File: src/rtl/mem_arbiter_pkg.sv
// Shared types for the unified memory bus arbiter.
package mem_arbiter_pkg;

  typedef logic [31:0] addr_t;
  typedef logic [31:0] data_t;
  typedef logic [31:0] opcode_t;
  typedef logic [3:0]  be_t;

  localparam be_t BeAll = 4'b1111;

  typedef enum logic [1:0] {
    IDLE    = 2'd0,
    WAIT_IF = 2'd1,
    WAIT_D  = 2'd2
  } arb_state_e;

  typedef struct packed {
    logic  we;
    addr_t addr;
    data_t wdata;
    be_t   be;
  } bus_req_t;

endpackage

File: src/rtl/mem_arbiter_prio_sel.sv
// Winner select (data first, fetch forced after a run of data grants) and run counter update.
module arb_prio_sel #(
  parameter int unsigned MaxDataRun = 4
) (
  input  logic       arb_en,
  input  logic       if_valid,
  input  logic       d_req,
  input  logic       gnt,
  input  logic [3:0] run_cnt,
  output logic       if_win,
  output logic       d_win,
  output logic [3:0] run_cnt_nxt
);

  logic force_if;

  assign force_if = if_valid && (run_cnt == 4'(MaxDataRun));
  assign d_win    = arb_en && d_req && !force_if;
  assign if_win   = arb_en && if_valid && !d_win;

  // Run counter: cleared when fetch is idle or served, saturating count of data grants otherwise.
  always_comb begin
    run_cnt_nxt = run_cnt;
    if (!if_valid) begin
      run_cnt_nxt = '0;
    end else if (gnt && if_win) begin
      run_cnt_nxt = '0;
    end else if (gnt && d_win && (run_cnt != 4'(MaxDataRun))) begin
      run_cnt_nxt = run_cnt + 4'd1;
    end
  end

endmodule

File: src/rtl/mem_arbiter.sv
// Arbiter sharing one request/grant/response memory bus between fetch and data ports.
module mem_arbiter
  import mem_arbiter_pkg::*;
#(
  parameter int unsigned MaxDataRun = 4
) (
  input  logic    clk,
  input  logic    rst,
  input  logic    if_valid,
  input  addr_t   if_addr,
  output logic    if_done,
  output opcode_t if_data,
  input  logic    d_re,
  input  logic    d_we,
  input  addr_t   d_addr,
  input  data_t   d_w_data,
  input  be_t     d_w_mask,
  output logic    d_done,
  output data_t   d_r_data,
  output logic    bus_req,
  output logic    bus_we,
  output addr_t   bus_addr,
  output data_t   bus_wdata,
  output be_t     bus_be,
  input  logic    bus_gnt,
  input  logic    bus_rvalid,
  input  data_t   bus_rdata
);

  arb_state_e state, state_nxt;
  logic [3:0] run_cnt, run_cnt_nxt;
  logic       arb_en, d_req, if_win, d_win;
  bus_req_t   sel;

  // Arbitration only happens in IDLE and never while reset is asserted.
  assign arb_en = (state == IDLE) && !rst;
  assign d_req  = d_re | d_we;

  arb_prio_sel #(
    .MaxDataRun(MaxDataRun)
  ) u_prio_sel (
    .arb_en      (arb_en),
    .if_valid    (if_valid),
    .d_req       (d_req),
    .gnt         (bus_gnt),
    .run_cnt     (run_cnt),
    .if_win      (if_win),
    .d_win       (d_win),
    .run_cnt_nxt (run_cnt_nxt)
  );

  // Request mux: drive only the current winner's fields, zero otherwise.
  always_comb begin
    sel = '0;
    if (d_win) begin
      sel.we    = d_we;
      sel.addr  = d_addr;
      sel.wdata = d_we ? d_w_data : '0;
      sel.be    = d_we ? d_w_mask : BeAll;
    end else if (if_win) begin
      sel.addr  = if_addr;
      sel.be    = BeAll;
    end
  end

  assign bus_req   = d_win | if_win;
  assign bus_we    = sel.we;
  assign bus_addr  = sel.addr;
  assign bus_wdata = sel.wdata;
  assign bus_be    = sel.be;

  // Next state and response routing; responses are dropped while reset is asserted.
  always_comb begin
    state_nxt = state;
    if_done   = 1'b0;
    d_done    = 1'b0;
    if_data   = '0;
    d_r_data  = '0;
    case (state)
      IDLE: begin
        if (bus_gnt && d_win) begin
          state_nxt = WAIT_D;
        end else if (bus_gnt && if_win) begin
          state_nxt = WAIT_IF;
        end
      end
      WAIT_IF: begin
        if (bus_rvalid) begin
          if_done   = !rst;
          if_data   = rst ? '0 : bus_rdata;
          state_nxt = IDLE;
        end
      end
      WAIT_D: begin
        if (bus_rvalid) begin
          d_done    = !rst;
          d_r_data  = rst ? '0 : bus_rdata;
          state_nxt = IDLE;
        end
      end
      default: state_nxt = IDLE;
    endcase
  end

  // State and run counter registers with synchronous reset.
  always_ff @(posedge clk) begin
    if (rst) begin
      state   <= IDLE;
      run_cnt <= '0;
    end else begin
      state   <= state_nxt;
      run_cnt <= run_cnt_nxt;
    end
  end

  a_no_rvalid_idle: assert property (@(posedge clk) disable iff (rst)
    (state == IDLE) |-> !bus_rvalid);
  a_if_held: assert property (@(posedge clk) disable iff (rst)
    (state == WAIT_IF) |-> if_valid);
  a_d_held: assert property (@(posedge clk) disable iff (rst)
    (state == WAIT_D) |-> d_req);
  a_rw_excl: assert property (@(posedge clk) disable iff (rst)
    !(d_re && d_we));
  a_done_excl: assert property (@(posedge clk)
    !(if_done && d_done));

endmodule

File: config.mk
export PLATFORM = sky130hd
export DESIGN_NAME = mem_arbiter
export DESIGN_NICKNAME = d
export VERILOG_FILES = /design/src/rtl/mem_arbiter_pkg.sv /design/src/rtl/mem_arbiter_prio_sel.sv /design/src/rtl/mem_arbiter.sv
export SDC_FILE = /design/constraint.sdc
export NUM_CORES = 1
export LEC_CHECK = 0
export CORE_AREA = 3 3 107 109
export CTS_BUF_LIST = sky130_fd_sc_hd__clkbuf_4
export DETAILED_ROUTE_END_ITERATION = 7
export DIE_AREA = 0 0 110 112
export DONT_BUFFER_PORTS = 1
export PLACE_DENSITY = 0.31
export SLEW_MARGIN = 30
export SYNTH_ARGS = -nofsm -noshare
export SYNTH_HDL_FRONTEND = slang
export SYNTH_SLANG_ARGS = --single-unit
File: constraint.sdc
create_clock -name clk -period 2.1 [get_ports clk]
set_input_delay 0.42 -clock clk [delete_from_list [all_inputs] [get_ports clk]]
set_output_delay 0.42 -clock clk [all_outputs]
set_load 0.01 [all_outputs]
==> impl_metrics.tcl, run 1 <==
set metrics [dict create \
    min_to "state[0]" \
    clock_skew_ns 0.00444 \
    ctsLongestPathBuffers 2 \
    area_delta_synth_final_pct 49.1 \
    min_from "rst" \
    power_density_nw_per_um2 298 \
    tns_ns -9.64 \
    drc 0 \
    grt_first_pass_wirelength_um 10100 \
    crit_family "buffers and inverters" \
    endpoint_kind "output pin" \
    place_congestion 0.759 \
    drt_pass1_iterations 3 \
    worstSetupStartpointType "flop" \
    synthArstFlopShare_pct 0 \
    switching_power_mw 0.251 \
    start_util_pct 13.5 \
    reg2reg_depth 7 \
    p_seq_share_pct 18.8 \
    setup_ws_ns -0.168 \
    ys_ff_latch 6 \
    antenna_found_initial 0 \
    seq_area_frac_synth_pct 8.35 \
    clock-sinks 6 \
    clk_transition_reported_paths_ns 0.05 \
    pwr-share-comb_pct 63.2 \
    htree_levels 1 \
    hold_depth 1 \
    antenna_cells 0 \
    routed_wl_um 8050 \
    yosys_warnings 0 \
    drv_cap 0 \
    tightest_slew_ns 0.339 \
    crit_buf_inv 4 \
    slowest_delay_ns 0.33 \
    regToRegEndpoint "run_cnt[3]" \
    dr.first_iter.drc_count 47 \
    ys_dominant_reg_cell "dfxtp_1" \
    min_path_type "in2reg" \
    violations "setup timing" \
    synthCells 206 \
    cp.required_ns 1.68 \
    synth_edf_count 0 \
    cp_max_fo 8 \
    crit_path_top_delay_cell "dfxtp_2" \
    fin_nets 358 \
    whs_ns 0.244 \
    place_hpwl_um 6110 \
    worstReg2RegStart "run_cnt[0]" \
    syn_area_per_cell_um2 6.98 \
    ant_nets 0 \
    crit_chain "inv_2, ha_4, and3b_2, a211oi_4, buf_6, buf_12, clkbuf_16, and3_4" \
    sw_frac_of_total_pct 39.3 \
    timing.final.crit_period_ns 2.27 \
    gr-total-overflow 0 \
    finalMaxSlewViolations 0 \
    grt_max_degree 36 \
    p_leak_nw 0.876 \
    die_area_um2 12300 \
    coreArea_um2 10700 \
    synth_nets 350 \
    viasPerCell 4.69 \
    vias 1651 \
    track_usage_pct 11.1 \
    timing.slew.headroom_pct 76.8 \
    fillerInstances 1202 \
    numCtsBuffers 3 \
    die_w_um 110 \
    io-pin-count 275 \
    p_int_mw 0.388 \
    grt_pass1_vias 1608 \
    synth.distinct_cells 30 \
    cts_tree "built" \
    criticalPathCategory "reg2out" \
    cts_root_buf "clkbuf_4" \
    period_share_pct 108 \
    port_buffers 0 \
    die_h_um 112 \
    rsz0062_at_grt "true" \
    final_common_cell "and2_1" \
    syn_area_um2 1440 \
    clk_latency_ns 0.25 \
    ctsHoldBuffers 0 \
    status "finished with violations" \
    final_cell_mix "and2_1 (64), and3_4 (32), a22o_1 (26), buf_4 (12), inv_1 (10)" \
    core.rowCount 38 \
    layout-drive-gt1-share_pct 38.2 \
    hold_viol 0 \
    power.share.clock_pct 18.0 \
    r2r_setup_slack_ns 0.19 \
    report.final.setup_viol 69 \
    ir_drop_mv 0.0941 \
    timing.fmax_mhz 441 \
    routedWlPerCell_um 22.9 \
    critical_path_arrival_ns 1.85 \
]
[routing by layer]
layer | wire [um] | up-vias | part of all wire (%) | track usage, %
met3 | 775 | 4 | 9.6 | 1.80
li1 | - | 745 | - | -
met2 | 4400 | 165 | 55 | 21.8
met5 | 0 | - | 0 | 0
met4 | 38 | 0 | 0.47 | 1.75
met1 | 2830 | 737 | 35 | 12.2
[cell type report]
| type | count | area (um2) | share of cell area (%) |
|---|---|---|---|
| timing repair buffer | 23 | 325 | 15.2 |
| sequential | 6 | 125 | 5.83 |
| inverter | 12 | 45.0 | 2.10 |
| clock buffer | 3 | 22.5 | 1.05 |
| multi-input combinational | 168 | 1450 | 67.7 |
| tap | 140 | 175 | 8.16 |
[worst max-delay path by stage]
| stage | startpoint | end | slack [ns] | cells past startpoint |
|---|---|---|---|---|
| final | run_cnt[0] | bus_wdata[9] | -0.17 | 8 |
| after global routing | run_cnt[0] | bus_wdata[9] | -0.25 | 8 |
| after floorplan | run_cnt[0] | bus_wdata[10] | -0.03 | 7 |
| after detailed placement | run_cnt[0] | bus_addr[9] | -0.006 | 6 |
| after CTS | state[0] | bus_be[3] | -0.17 | 8 |
| after global placement | run_cnt[0] | bus_addr[9] | 0.02 | 6 |
[state kept, by name (all words and copies together), names as in the netlist]
register,flops
run_cnt,4
state,2
[cells by family after synthesis]
| group | Yosys count | synth area share (%) |
|---|---|---|
| fa+ha+maj | 5 | 4.35 |
| buf+inv | 32 | 8.70 |
| mux | 1 | 0.696 |
| compound gates | 47 | 27.1 |
| flops | 6 | 8.35 |
| xor+xnor | 2 | 1.22 |
| simple gates | 113 | 49.6 |
[cells in the mapped netlist, types with 2 or more instances]
| library cell | count | area (um2) |
|---|---|---|
| nand2_1 | 2 | 7.51 |
| clkbuf_1 | 16 | 60.1 |
| xnor2_1 | 2 | 17.5 |
| buf_2 | 4 | 20.0 |
| and3_1 | 35 | 219 |
| a22o_1 | 32 | 280 |
| nor2_1 | 3 | 11.3 |
| dfxtp_1 | 6 | 120 |
| a21oi_1 | 5 | 25.0 |
| and2_1 | 65 | 407 |
| ha_1 | 5 | 62.6 |
| inv_1 | 12 | 45.0 |
| o311ai_0 | 2 | 17.5 |
[metrics by stage]
stage	setup WS (ns)	cell area, um2	std cells	power (mW)	util (%)
after floorplan	-0.0290	1440	206	0.341	-
after global placement	0.0175	1650	337	0.392	15.4
after detailed placement	-0.00637	1650	337	0.389	15.4
after CTS	-0.174	1940	349	0.599	18.2
after global routing	-0.248	2150	352	0.679	20.1
final	-0.168	2150	352	0.639	20.1
[power groups by stage]
stage | Sequential, mW | Clock [mW] | Combinational (mW)
floorplan | 0.121 | 0 | 0.220
global placement | 0.122 | 0 | 0.270
detailed placement | 0.122 | 0 | 0.267
CTS | 0.119 | 0.121 | 0.359
global route | 0.120 | 0.123 | 0.435
finish | 0.120 | 0.115 | 0.404
[repair_timing]
action,CTS,global route
gates resized for setup,31,28
hold endpoints to repair,0,0
cloned,3,2
setup buffers,6,1
setup endpoints to repair,69,69
pin swaps,10,19
Note: power is estimated with default switching activity, not from simulation.
==> run 2, diff against run 1 <==
==> constraint.sdc (replaced) <==
create_clock -name clk -period 1.9 [get_ports clk]
set_input_delay 0.38 -clock clk [delete_from_list [all_inputs] [get_ports clk]]
set_output_delay 0.38 -clock clk [all_outputs]
set_load 0.01 [all_outputs]
==> impl_metrics.tcl, run 2 (synthesis results as in run 1) <==
set metrics [dict create \
    routed_wl_um 7620 \
    antenna_found_initial 0 \
    timing.final.crit_period_ns 2.20 \
    timing.slew.headroom_pct 69.1 \
    drt_pass1_iterations 4 \
    cts_tree "built" \
    ctsHoldBuffers 0 \
    grt_pass1_vias 1591 \
    period_share_pct 116 \
    crit_family "compound AO/OA/AOI/OAI gates" \
    min_path_type "in2reg" \
    place_area_um2 1860 \
    rsz0062_at_grt "true" \
    numCtsBuffers 3 \
    grt_first_pass_wirelength_um 9030 \
    area_delta_synth_final_pct 55.7 \
    routedWlPerCell_um 21.2 \
    crit_path_top_delay_cell "dfxtp_2" \
    ant_nets 0 \
    place_inst 348 \
    slowest_delay_ns 0.33 \
    top_regs "run_cnt: 4 flops, state: 2 flops" \
    gr-total-overflow 0 \
    report.final.setup_viol 69 \
    p_leak_nw 0.933 \
    io-pin-count 275 \
    multi_input_area_um2 1550 \
    violations "setup timing" \
    coreArea_um2 10700 \
    cp.required_ns 1.52 \
    status "finished with violations" \
    die_w_um 110 \
    whs_ns 0.191 \
    critical_path_arrival_ns 1.82 \
    ir_drop_mv 0.111 \
    setup_ws_ns -0.302 \
    cts_root_buf "clkbuf_4" \
    power_density_nw_per_um2 299 \
    regArea_um2 123 \
    dr.first_iter.drc_count 46 \
    timing.fmax_mhz 454 \
    post-route-util_pct 20.9 \
    criticalPathCategory "reg2out" \
    htree_levels 1 \
    final_cell_area_um2 2240 \
    antenna_cells 0 \
    clock-sinks 6 \
    die_h_um 112 \
    clock_skew_ns 0.00268 \
    cp_max_fo 10 \
    crit_buf_inv 3 \
    layout-drive-gt1-share_pct 48.4 \
    clk_latency_ns 0.25 \
    final_common_cell "and2_1" \
    port_buffers 0 \
    start_util_pct 13.5 \
    fin_nets 365 \
    fin_cells 359 \
    ctsLongestPathBuffers 2 \
    track_usage_pct 9.55 \
    tns_ns -18.42 \
    vias 1763 \
    dp_slack_ns -0.0528 \
    tightest_slew_ns 0.463 \
    drc 0 \
    place_congestion 0.703 \
    grt_max_degree 36 \
    clk_transition_reported_paths_ns 0.06 \
    finalMaxSlewViolations 0 \
    core.rowCount 38 \
    hold_viol 0 \
    endpoint_kind "output pin" \
    die_area_um2 12300 \
    worstSetupStartpointType "flop" \
    crit_chain "inv_2, ha_2, and3b_2, a211oi_4, buf_12, buf_4, a22o_1" \
    final_cell_mix "and2_1 (54), and3_4 (35), buf_4 (21), a22o_1 (19), a22o_4 (13)" \
    place_hpwl_um 5850 \
    top_register "run_cnt" \
    drv_cap 0 \
    viasPerCell 4.91 \
    totalPowerFinal_mw 0.670 \
    fillerInstances 1181 \
    largest_reg_flops 4 \
]
-- run 2: layout make-up --
type / instances / share of cell area, %
Clock buffer: 3 / 1.01
Inverter: 12 / 2.01
Multi-Input combinational cell: 169 / 69.2
Sequential cell: 6 / 5.47
Tap cell: 140 / 7.82
Timing Repair Buffer: 29 / 14.5
-- run 2: report_power, final --
part	switching [mW]	internal (mW)
Clock	0.0559	0.0722
Combinational	0.209	0.202
Sequential	0.00149	0.129
-- run 2: metal layers --
metal  global-route usage [%]  share of wire (%)  vias up
met5                        0                  0        -
met4                     2.24               0.47        0
met3                     2.26                 10        4
met2                     18.4                 55      160
met1                     10.1                 34      840
li1                         -                  -      759
-- run 2: final timing paths --
| kind | from | end | slack [ns] | depth (start not counted) |
|---|---|---|---|---|
| hold / removal | rst | state[0] | 0.19 | 1 |
| hold reg to reg | run_cnt[3] | run_cnt[3] | 0.52 | 2 |
| setup / recovery | run_cnt[1] | bus_addr[13] | -0.30 | 7 |
| setup reg to reg | run_cnt[1] | run_cnt[3] | 0.09 | 7 |
-- run 2: repair_timing --
| item | 4_1_cts | 5_1_grt |
|---|---|---|
| setup endpoints to repair | 109 | 127 |
| buffers inserted | 3 | 1 |
| gates cloned | 0 | 5 |
| gates resized for setup | 10 | 41 |
| pin swaps | 2 | 6 |
